==> src/rtl/menu_select_ctrl.sv <==
`default_nettype none
// ============================================================================
// Module   : menu_select_ctrl
// Function : Mode-selection hand cursor: key sync, wrap/auto-repeat browsing,
//            confirm blink and valid/ack hand-off of the chosen mode.
// Revision : 1.0  initial release
// ============================================================================
module menu_select_ctrl #(
    parameter int NUM_OPTIONS    = 3,
    parameter int HAND_X         = 200,
    parameter int FIRST_Y        = 240,
    parameter int STEP_Y         = 48,
    parameter int REPEAT_FRAMES  = 12,
    parameter int BLINK_FRAMES   = 8,
    parameter int CONFIRM_BLINKS = 3
) (
    input  logic        clk,
    input  logic        reset,
    input  logic        enable,
    input  logic        startOfFrame,
    input  logic        key_up,
    input  logic        key_down,
    input  logic        key_enter,
    input  logic        mode_ack,
    output logic [10:0] topLeftX,
    output logic [10:0] topLeftY,
    output logic        hand_visible,
    output logic [1:0]  selected_mode,
    output logic        mode_valid
);

    localparam logic [1:0] c_S_IDLE    = 2'd0;
    localparam logic [1:0] c_S_BROWSE  = 2'd1;
    localparam logic [1:0] c_S_CONFIRM = 2'd2;
    localparam logic [1:0] c_S_DONE    = 2'd3;

    localparam int c_HOLD_W  = $clog2(REPEAT_FRAMES + 1);
    localparam int c_BLINK_W = $clog2(BLINK_FRAMES + 1);
    localparam int c_HALF_W  = $clog2(2 * CONFIRM_BLINKS + 1);

    localparam logic [c_HOLD_W-1:0]  c_HOLD_LAST  = c_HOLD_W'(REPEAT_FRAMES - 1);
    localparam logic [c_BLINK_W-1:0] c_BLINK_LAST = c_BLINK_W'(BLINK_FRAMES - 1);
    localparam logic [c_HALF_W-1:0]  c_HALF_LAST  = c_HALF_W'(2 * CONFIRM_BLINKS - 1);
    localparam logic [1:0]           c_IDX_LAST   = 2'(NUM_OPTIONS - 1);
    localparam logic [10:0]          c_HAND_X     = 11'(HAND_X);
    localparam logic [10:0]          c_FIRST_Y    = 11'(FIRST_Y);
    localparam logic [10:0]          c_STEP_Y     = 11'(STEP_Y);

    // Key vector bit order: 0 = up, 1 = down, 2 = enter
    logic [2:0]           r_sync1, r_sync2, r_prev, r_edge;
    logic [1:0]           r_state, w_state_next;
    logic [1:0]           r_index, w_index_next, w_index_up, w_index_dn;
    logic [10:0]          r_y;
    logic [c_HOLD_W-1:0]  r_hold;
    logic [c_BLINK_W-1:0] r_blink;
    logic [c_HALF_W-1:0]  r_half;
    logic                 w_browse, w_one_held, w_repeat, w_step_up, w_step_dn;
    logic                 w_confirm, w_half_end, w_blink_done;

    always_ff @(posedge clk or posedge reset) begin
        if (reset) begin
            r_sync1 <= '0;
            r_sync2 <= '0;
            r_prev  <= '0;
            r_edge  <= '0;
        end else begin
            r_sync1 <= {key_enter, key_down, key_up};
            r_sync2 <= r_sync1;
            r_prev  <= r_sync2;
            r_edge  <= r_sync2 & ~r_prev;
        end
    end

    // Auto-repeat only runs while exactly one direction key is held
    assign w_browse   = (r_state == c_S_BROWSE) && enable;
    assign w_one_held = r_sync2[0] ^ r_sync2[1];
    assign w_repeat   = w_browse && w_one_held && startOfFrame && (r_hold == c_HOLD_LAST);
    assign w_step_up  = r_edge[0] | (w_repeat & r_sync2[0]);
    assign w_step_dn  = r_edge[1] | (w_repeat & r_sync2[1]);

    always_ff @(posedge clk or posedge reset) begin
        if (reset) begin
            r_hold <= '0;
        end else if (!(w_browse && w_one_held)) begin
            r_hold <= '0;
        end else if (startOfFrame) begin
            r_hold <= w_repeat ? '0 : r_hold + 1'b1;
        end
    end

    // r_half counts completed blink half-periods; its LSB is the visible phase
    assign w_confirm    = (r_state == c_S_CONFIRM) && enable;
    assign w_half_end   = w_confirm && startOfFrame && (r_blink == c_BLINK_LAST);
    assign w_blink_done = w_half_end && (r_half == c_HALF_LAST);

    always_ff @(posedge clk or posedge reset) begin
        if (reset) begin
            r_blink <= '0;
            r_half  <= '0;
        end else if (!w_confirm) begin
            r_blink <= '0;
            r_half  <= '0;
        end else if (startOfFrame) begin
            if (w_half_end) begin
                r_blink <= '0;
                r_half  <= r_half + 1'b1;
            end else begin
                r_blink <= r_blink + 1'b1;
            end
        end
    end

    assign w_index_up = (r_index == 2'd0) ? c_IDX_LAST : r_index - 1'b1;
    assign w_index_dn = (r_index == c_IDX_LAST) ? 2'd0 : r_index + 1'b1;

    always_comb begin
        w_state_next = r_state;
        w_index_next = r_index;
        case (r_state)
            c_S_IDLE: begin
                if (enable) w_state_next = c_S_BROWSE;
            end
            c_S_BROWSE: begin
                if (!enable)                     w_state_next = c_S_IDLE;
                else if (r_edge[2])              w_state_next = c_S_CONFIRM;
                else if (w_step_up && !w_step_dn) w_index_next = w_index_up;
                else if (w_step_dn && !w_step_up) w_index_next = w_index_dn;
            end
            c_S_CONFIRM: begin
                if (!enable)          w_state_next = c_S_IDLE;
                else if (w_blink_done) w_state_next = c_S_DONE;
            end
            c_S_DONE: begin
                if (!enable || mode_ack) w_state_next = c_S_IDLE;
            end
            default: w_state_next = c_S_IDLE;
        endcase
    end

    always_ff @(posedge clk or posedge reset) begin
        if (reset) begin
            r_state <= c_S_IDLE;
            r_index <= 2'd0;
            r_y     <= c_FIRST_Y;
        end else begin
            r_state <= w_state_next;
            r_index <= w_index_next;
            r_y     <= c_FIRST_Y + 11'(w_index_next) * c_STEP_Y;
        end
    end

    always_comb begin
        hand_visible = 1'b0;
        case (r_state)
            c_S_BROWSE:  hand_visible = 1'b1;
            c_S_CONFIRM: hand_visible = r_half[0];
            c_S_DONE:    hand_visible = 1'b1;
            default:     hand_visible = 1'b0;
        endcase
    end

    assign topLeftX      = c_HAND_X;
    assign topLeftY      = r_y;
    assign selected_mode = r_index;
    assign mode_valid    = (r_state == c_S_DONE);

endmodule
`default_nettype wire

==> config.mk <==
export PLATFORM = sky130hd
export DESIGN_NAME = menu_select_ctrl
export DESIGN_NICKNAME = d
export VERILOG_FILES = /design/src/rtl/menu_select_ctrl.sv
export SDC_FILE = /design/constraint.sdc
export NUM_CORES = 1
export LEC_CHECK = 0
export CAP_MARGIN = 20
export CORE_AREA = 5 5 61 63
export CTS_BUF_LIST = sky130_fd_sc_hd__clkbuf_2
export DETAILED_ROUTE_END_ITERATION = 10
export DIE_AREA = 0 0 66 68
export PLACE_DENSITY = 0.85
export SYNTH_ARGS = -nofsm -noshare
export SYNTH_HDL_FRONTEND = slang
export SYNTH_SLANG_ARGS = --single-unit
==> constraint.sdc <==
create_clock -name clk -period 3.7 [get_ports clk]
set_input_delay 0.37 -clock clk [delete_from_list [all_inputs] [get_ports clk]]
set_output_delay 0.37 -clock clk [all_outputs]
set_load 0.05 [all_outputs]
==> reports/qor.txt <==
FF-to-FF path depth = 7
Switching Fraction = 38.87%
slowest library cell on the worst path = dfrtp_1
initial antenna violation count = 0
Max Slew Vio Count = 0
register area = 805.8 µm²
Sw Pwr = 431.0 µW
Fin. Hold Viols = 0
ys flop type = dfrtp_1
clock share of power = 20.5%
Worst Path Required = 4.01 ns
Post-CTS Setup Repair Bufs = 0
vias in the first global route = 1198
count leader, synth = dfrtp_1
PostCTS Resize Cnt = 0
CTS Hold Bufs = 0
area leader, netlist = dfrtp_1
RSZ-0062 raised after global routing = no
synth unique cells = 50
DR vias/cell = 5.174
RePlAce Congestion = 0.9162
first-pass GRT wire length = 5237 µm
delay-heaviest family, CP = compound AO/OA/AOI/OAI gates
Internal Power = 677.8 µW
crit path launch type = flip-flop
Filler cells = 257
setup TNS = 0 ns
port bufs = 16
total power density per cell area = 570.3 mW/mm²
FF-to-FF setup slack = 1.33 ns
via count = 1190
fmax = 421.7 MHz
outcome = finished clean
Comb power frac = 39.9%
Mean Syn Cell Area = 10.57 µm²
fin crit share = 64.09%
sequential share of power = 39.6%
top-level I/O count = 34
Clock Path Buffers = 2
antenna viol nets, final = 0
Worst path depth = 7
Clk pin slew, worst setup/hold paths = 0.16 ns
top-area cell type share of the netlist area = 40.91%
clock net sink count = 32
Power Total = 1109 µW
Leakage = 0.0008727 µW
worst hold path class = primary input to asynchronous set/reset pin
worst vdd ir = 0.0002462 V
Clock Tree Root = clkbuf_2
gr usage total = 15.71%
NumNets Final = 199
number of synthesized flops with an enable pin = 0
Worst setup endpoint = topLeftY[5]
Netlist Area Pre-Place = 0.001713 mm²
synth warn = 0
die width = 66 µm
die height = 68 µm
layout cell share with drive strength beyond 1 = 10.87%
largest net degree at the start of global routing = 30
Async SR Flop Fraction = 100.0%
post-route clock skew = 0.01734 ns
Cells after Synth = 162
DR DRC count = 0
number of synthesized register bits = 32
Max stage delay on crit path = 0.45 ns
CP bufs+invs = 0
worst relative slew slack = 60.00%
arrival time at the worst endpoint = 2.68 ns
highest fanout seen on the critical path = 5
FF-to-FF Start = r_hold[0]
CP Class = flip-flop to flip-flop
DIE AREA = 0.004488 mm²
Initial Utilization = 53.88%
Avg WL per Cell = 13.37 µm
Final setup viols = 0
Synth area leaders = dfrtp_1 (41%), buf_4 (7.9%), dfstp_2 (6.1%), ha_1 (5.8%), inv_1 (3.1%)
row cnt = 21
WL final = 3075 µm
TritonCTS clock tree = yes
Area Overhead vs Synth = 13.51%
crit path time final = 2.371 ns
maxcap violations = 0
GRT overflow = 0
first drt pass iteration count = 4
multi-input logic area = 767.0 µm²
Synth top cells by count = dfrtp_1 (28), buf_4 (18), inv_1 (14), nand2_1 (12), nor2_1 (11)
dpl hpwl = 2311 µm
H-tree depth = 2
Initial DRC Count = 51
Clk Latency, worst-skew pair = 0.37 ns
measured slew at the worst slew-check pin = 0.5954 ns
Seq/Total Area, Yosys = 47.04%
most used cell, CP = ha_1
RR Endpoint = topLeftY[5]
CTS buffer count = 5
core region area = 0.003179 mm²
CP Launch Point = r_hold[0]
antenna fix cells = 0
critical-path cell list = ha_1 -> and4b_4 -> a2111oi_2 -> a211oi_2 -> o32ai_4 -> ha_1 -> xnor2_2
critical path endpoint category = flip-flop
[sequential cells by signal, summed over array words and instances (netlist names)]
name,flops
r_sync2,3
r_edge,3
r_prev,3
topLeftY,5
r_state,2
r_sync1,3
selected_mode,2
r_half,3
r_blink,4
r_hold,4
[worst min path at each step]
| stage | start | to | slack, ns | cells after the start |
|---|---|---|---|---|
| floorplan | r_sync1[0] | r_sync2[0] | 0.33 | 0 |
| global placement | r_sync1[1] | r_sync2[1] | 0.33 | 0 |
| detailed placement | r_sync1[2] | r_sync2[2] | 0.34 | 0 |
| CTS | r_sync1[2] | r_sync2[2] | 0.36 | 0 |
| global route | reset | r_sync2[1] | 0.30 | 2 |
| finish | reset | r_sync2[1] | 0.29 | 2 |
[area by class of cell]
| type | instances | share of cell area (%) |
|---|---|---|
| Clock inverter | 3 | 1.931 |
| Timing Repair Buffer | 18 | 10.04 |
| Sequential cell | 32 | 41.44 |
| Multi-Input combinational cell | 111 | 39.45 |
| Tap cell | 46 | 2.960 |
| Inverter | 15 | 2.896 |
| Clock buffer | 5 | 1.287 |
[per-stage QoR]
step                instances  instance area [µm²]  utilization, %  hold WS (ns)  setup WS (ns)
CTS                       229                 1917           60.29        0.3643          1.324
finish                    230                 1944           61.16        0.2873          1.329
detailed placement        221                 1854           58.32        0.3373         0.9694
floorplan                 177                 1769               -        0.3312          1.529
global placement          221                 1854           58.32        0.3340          1.060
global route              230                 1944           61.16        0.2966          1.167
[power by group through the flow]
stage | clock, µW | combinational (µW) | sequential, µW
6_report | 227 | 443 | 439
5_1_grt | 249 | 472 | 446
4_1_cts | 234 | 441 | 439
3_5_place_dp | 0 | 437 | 446
3_3_place_gp | 0 | 430 | 443
2_1_floorplan | 0 | 204 | 578
[routing by layer]
metal / vias to the layer above / share of wire, % / track usage (%)
li1: 565 / - / -
met1: 576 / 41 / 16.95
met2: 39 / 51 / 26.53
met3: 10 / 5.0 / 4.926
met4: 0 / 2.6 / 10.66
met5: - / 0 / 0
[cells by family (layout without fill, tap and decap cells)]
logic type	Yosys count	in the layout	synth area share, %
other cells	2	17	0.4384
fa+ha+maj	8	8	5.844
flops	32	32	47.04
mux	5	5	2.922
xor+xnor	6	6	3.507
simple gates	48	48	16.07
compound gates	27	27	12.71
buf+inv	34	41	11.47
[cell usage in the layout, fill, tap and decap left out, drive strengths merged, types with 3 or more instances in the layout]
cell	synthesis	layout
dfrtp	28	28
clkdlybuf4s50	0	16
ha	8	8
conb	2	17
a31oi	4	4
nand2	12	12
inv	15	15
xor2	3	3
a21oi	4	4
xnor2	3	3
clkbuf	0	5
mux2i	5	5
nor3	4	4
dfstp	4	4
nand3	3	3
nor2	11	11
o21ai	4	4
Note: power is estimated with default switching activity, not from simulation.
